===== config.mk =====
export PLATFORM = sky130hd
export DESIGN_NAME = pipe_reg_skid
export DESIGN_NICKNAME = d
export VERILOG_FILES = /design/src/rtl/pipe_reg_skid.sv
export SDC_FILE = /design/constraint.sdc
export NUM_CORES = 1
export LEC_CHECK = 0
export BUFFER_PORTS_ARGS = -buffer_cell sky130_fd_sc_hd__buf_2
export CAP_MARGIN = 20
export CORE_AREA = 2 2 77 50
export DETAILED_ROUTE_END_ITERATION = 16
export DIE_AREA = 0 0 79 52
export PLACE_DENSITY = 0.94
export SLEW_MARGIN = 0
export SYNTH_ARGS = -nofsm -noshare
export SYNTH_HDL_FRONTEND = slang
export SYNTH_SLANG_ARGS = --single-unit

===== constraint.sdc =====
create_clock -name clk -period 2.45 [get_ports clk]
set_input_delay 0.735 -clock clk [delete_from_list [all_inputs] [get_ports clk]]
set_output_delay 0.735 -clock clk [all_outputs]
set_load 0.01 [all_outputs]

===== src/rtl/pipe_reg_skid.sv =====
// Pipeline stage register with valid/ready handshake, 2-entry skid and sync flush; optional stall counter via PIPE_STALL_CNT_EN.
// Latency: 1 cycle from acceptance to out_data/out_valid; one transfer per cycle when out_ready is held high.
// Backpressure: in_ready is a flop (next_state != FULL), so out_ready never reaches in_ready combinationally.
module pipe_reg_skid #(
    parameter int unsigned      WIDTH   = 16,
    parameter logic [WIDTH-1:0] RST_VAL = {WIDTH{1'b0}},
    parameter int unsigned      CNT_W   = 16
) (
    input  logic             clk,
    input  logic             rst_n,
    input  logic             flush,
    input  logic             in_valid,
    output logic             in_ready,
    input  logic [WIDTH-1:0] in_data,
    output logic             out_valid,
    input  logic             out_ready,
    output logic [WIDTH-1:0] out_data,
    output logic [1:0]       occupancy,
    output logic [CNT_W-1:0] stall_cnt
);

    typedef enum logic [1:0] {
        EMPTY = 2'd0,
        ONE   = 2'd1,
        FULL  = 2'd2
    } state_t;

    state_t           state_q, state_d;
    logic [WIDTH-1:0] main_q, main_d;
    logic [WIDTH-1:0] skid_q, skid_d;
    logic             in_ready_q, in_ready_d;
    logic             acc, pop;

    assign acc       = in_valid & in_ready_q;
    assign pop       = (state_q != EMPTY) & out_ready;
    assign out_valid = (state_q != EMPTY);
    assign in_ready  = in_ready_q;
    assign out_data  = main_q;
    assign occupancy = state_q;

    always_comb begin
        state_d = state_q;
        main_d  = main_q;
        skid_d  = skid_q;
        if (flush) begin
            state_d = EMPTY;
            main_d  = RST_VAL;
            skid_d  = RST_VAL;
        end else begin
            case (state_q)
                EMPTY: begin
                    if (acc) begin
                        main_d  = in_data;
                        state_d = ONE;
                    end
                end
                ONE: begin
                    if (acc && pop) begin
                        main_d = in_data;
                    end else if (acc) begin
                        skid_d  = in_data;
                        state_d = FULL;
                    end else if (pop) begin
                        state_d = EMPTY;
                    end
                end
                FULL: begin
                    // in_ready is low here, so only a pop can move the state
                    if (pop) begin
                        main_d  = skid_q;
                        state_d = ONE;
                    end
                end
                default: state_d = EMPTY;
            endcase
        end
        in_ready_d = (state_d != FULL);
    end

    always_ff @(posedge clk or negedge rst_n) begin
        if (!rst_n) begin
            state_q    <= EMPTY;
            main_q     <= RST_VAL;
            skid_q     <= RST_VAL;
            in_ready_q <= 1'b1;
        end else begin
            state_q    <= state_d;
            main_q     <= main_d;
            skid_q     <= skid_d;
            in_ready_q <= in_ready_d;
        end
    end

`ifdef PIPE_STALL_CNT_EN
    logic [CNT_W-1:0] stall_q;

    // Saturating; deliberately untouched by flush so stall history survives pipeline redirects
    always_ff @(posedge clk or negedge rst_n) begin
        if (!rst_n) begin
            stall_q <= '0;
        end else if (out_valid && !out_ready && (stall_q != {CNT_W{1'b1}})) begin
            stall_q <= stall_q + CNT_W'(1);
        end
    end

    assign stall_cnt = stall_q;
`else
    assign stall_cnt = '0;
`endif

endmodule


# Word-level counts from Yosys, hierarchy flattened

Index checks and enable logic that the tools add are counted.

Flip-flop bits (word level): 35
Input port bits: 21
Output and inout bits: 36
Logic and storage cells: 36

Equal/unequal tests: 7
Multiplexer cells: 15
Bitwise gates (word level): 2
Reductions and logical operators: 8

Operators by type and width:

| operator                                       | count |
|---|---|
| 2-to-1 mux 16 bit                              | 7 |
| one-hot mux 16 bit (3 select lines)            | 1 |
| 2-to-1 mux 2 bit                               | 6 |
| inequality test 3 bit (second input constant)  | 3 |
| one-hot mux 2 bit (3 select lines)             | 1 |
| nonzero test 2 bit                             | 3 |
| inequality test 2 bit (second input constant)  | 2 |
| AND reduction 4 bit                            | 1 |
| nonzero test 4 bit                             | 1 |
| AND reduction 3 bit                            | 1 |
| bitwise AND 1 bit                              | 2 |
| == test 2 x 1 -> 1 bit (second input constant) | 1 |
| == test 2 bit (second input constant)          | 1 |
| zero test 2 bit                                | 1 |
| logical AND 1 bit                              | 1 |

# Longest topological paths before layout

Depth in word-level cells: 8
Mapped depth: 6

# Worst setup path after synthesis

Ideal clock, no wire load.

Path kind: input to register
Start: input in_valid
End: register skid_q[0]
Library setup time: 0.065 ns
Arrival time: 1.506 ns
Setup slack: 0.878 ns
Cell stages on the path: 4
Buffers on the path: 1
Cell sequence: nand3b_1 > nor3b_4 > buf_6 > a22o_1

Cells in the longest elaborated chain, start to end: 4

Ends and longest elaborated chain:

| item                                   | line | RTL |
|---|---|---|
| from (decl)                            | 12   | `input logic in_valid,` |
| bitwise AND 1 bit *                    | 34   | `assign acc = in_valid & in_ready_q;` |
| logical AND 1 bit                      | 58   | `if (acc && pop) begin` |
| inequality test 2 bit (no source line) | n/a  |  |
| AND reduction 3 bit (no source line) * | n/a  |  |
| to (signal assigned)                   | 89   | `skid_q <= skid_d;` |
| to (decl)                              | 30   | `logic [WIDTH-1:0] skid_q, skid_d;` |

Every way passes the cells marked *; elsewhere a longest branch is shown, timed or not.
A chain may end at the register's enable or synchronous reset.

# Worst setup path in the final report

Start: register state_q[0], in the netlist occupancy[0]
End: output out_valid

Cells in the longest elaborated chain, start to end: 1

Ends and longest elaborated chain:

| item                   | line | RTL |
|---|---|---|
| from (decl)            | 28   | `state_t state_q, state_d;` |
| from (signal assigned) | 87   | `state_q <= state_d;` |
| nonzero test 2 bit     | 36   | `assign out_valid = (state_q != EMPTY);` |
| to (decl)              | 15   | `output logic out_valid,` |

Every way passes these cells.

==> impl_metrics.ini <==
[synthesis]
synth_cells = 140
yosys_warnings = 0
synth_edf_count = 0
synth_top_area_frac = 0.4806
netlist_top_cells_count = dfrtp_1 (34), nor2_1 (18), buf_4 (17), a22o_1 (16), mux2i_1 (16)
async_flop_share = 1.000
synthFlopType = dfrtp_1
ys_seq_area_frac = 0.4954
yosysTopAreaCell = dfrtp_1
yosysUniqueCellTypes = 25
netlist_area_mm2 = 0.001770
synth_area_leaders = dfrtp_1 (48%), a211oi_2 (9.9%), mux2i_1 (9.0%)
yosysMostFrequentCell = dfrtp_1
avgSynthCellArea_um2 = 12.65
ys_ff_latch = 35

[floorplanning]
coreArea_mm2 = 0.003446
die_h_um = 52
start_util = 0.5138
die_w_um = 79
std_cell_rows = 17
die-area_mm2 = 0.004108
io_pins = 57

[power_and_ir_drop]
peakVddDrop_v = 0.0004595
power_w = 0.001257
powerDensity_mw_per_mm2 = 630.0
p_leak_nw = 0.9458

[timing]
layout_worst_path_cycle_share = 0.7778
hold_viol = 0
setup_tns_ns = 0
fin_crit_ns = 1.906
finClkSkew_ns = 0.007747
max_freq_ghz = 0.5248
rsz0062_at_grt = no
slew_headroom = 0.4920
setup_viol_count_final = 0
fin_ws_ns = 0.5443
worst_pin_slew_ns = 0.7620
drv_slew = 0

[cts]
cts_sinks = 35
post-cts-setup-buffers = 0
cts_buffer_depth = 2
clkLatencyLatePin_ns = 0.29
cts.htree.levels = 2
postCtsHoldBufs = 0
cts-resized-gates = 0
cts-root-buf = clkbuf_8
cts_tree = built
cts_buffers = 5
clk_pin_slew_worst_paths_ns = 0.07

[placed_design]
routabilityCongestion = 0.7241
dp_cells = 219
portBuffers = 40
place_area_mm2 = 0.001911
dp_slack_ns = 0.4281
dp_hpwl_um = 2436

[routing]
dr_total_vias = 1231
drt.antenna.violating_nets = 0
wl_um = 3555
drc = 0
drt_iter0_drc = 80
drtPass1Iterations = 4
via_per_inst = 5.423
post_drt_wl_per_cell_um = 15.66

[global_routing]
grt_antenna_before_repair = 0
grt_pass1_vias = 1194
grt_max_degree = 36
busiest_layer = met2
grt_use_met2 = 0.2938
overflow = 0
grtUsageMet1 = 0.2537
grt_use_met3 = 0.06597
grt_pass1_wl_um = 5727
track_usage = 0.1885

[worst_setup_path]
cpMaxStageDelayCell = dfrtp_1
slowest_delay_ns = 0.45
critPathBufInv = 1
critical_path.top_delay_family = flip-flops
startpoint_type = flop
worstPathCellList = or2_2 > buf_2
path_max_fanout = 5
cp.required_ns = 1.71
arrival_ns = 1.17
path_class = flop to primary output
end_kind = primary output

[layout]
syn_to_final_growth_pct = 12.72
num_antenna_cells = 0
final_nets = 200
layout-drive-gt1-share = 0.3889
fin_cells = 227
stdcell_area_mm2 = 0.001996

[run]
drv_cap = 0

[hold_path]
holdCritPathClass = flop to flop

[outcome]
status = complete, no violations
==> final timing paths <==
path | startpoint | endpoint | slack (ns) | cells past startpoint
max in group asynchronous | rst_n | out_data[6] | 1.45 | 1
min in group asynchronous | rst_n | skid_q[8] | 0.52 | 1
max | occupancy[0] | out_valid | 0.54 | 2
min reg2reg | skid_q[14] | skid_q[14] | 0.51 | 1
min | skid_q[14] | skid_q[14] | 0.51 | 1
max reg2reg | in_ready | out_data[2] | 0.75 | 5
==> per-stage QoR <==
step             util  hold WS (ns)
2_1_floorplan       -        0.4394
3_3_place_gp   0.5545        0.4882
3_5_place_dp   0.5545        0.4938
4_1_cts        0.5792        0.5130
5_1_grt        0.5792        0.5151
6_report       0.5792        0.5118
==> sequential cells by signal (all words and copies together), names as in the netlist <==
| signal | cells |
|---|---|
| skid_q | 16 |
| out_data | 16 |
| occupancy | 2 |
| in_ready | 1 |
==> cell families (layout without fill, tap and decap cells) <==
logic type / count (synthesis) / in the layout / share of synthesized area
and+or+nand+nor: 26 / 26 / 0.07774
xor gates and xnor gates: 1 / 1 / 0.004948
buffers and inverters: 25 / 50 / 0.1145
other: 1 / 16 / 0.002118
AOI/OAI and AO/OA: 36 / 36 / 0.2148
DFF: 35 / 35 / 0.4954
muxes: 16 / 16 / 0.09046
==> layout by cell type, fill, tap and decap left out, types with 2 or more instances in the layout <==
master,count
clkbuf_8,5
conb_1,16
a22o_1,16
buf_2,40
a211oi_2,14
dfrtp_1,34
nor2_1,18
mux2i_1,16
a211oi_1,2
==> area by class of cell <==
type / instances / area, um2
clock inverters: 2 / 12.51
flip-flops and latches: 35 / 877.1
clock buffers: 6 / 72.57
well taps: 47 / 58.81
fillers: 297 / 1450
repair buffers: 42 / 227.7
multi-input cells: 95 / 747.0
==> power breakdown <==
part / leakage, nW / total, W / switching, W / internal, W
Clock: 0.0412 / 0.000406 / 0.000207 / 0.000198
Sequential: 0.468 / 0.000632 / 0.0000212 / 0.000611
Combinational: 0.436 / 0.000219 / 0.000134 / 0.0000852
Total: 0.946 / 0.00126 / 0.000362 / 0.000895
==> layer usage <==
metal,up-vias,share of wire
met5,-,0
met4,0,0.012
met3,6,0.073
met2,65,0.45
met1,604,0.46
li1,556,-
No activity file was read; power rests on OpenSTA's default activity.
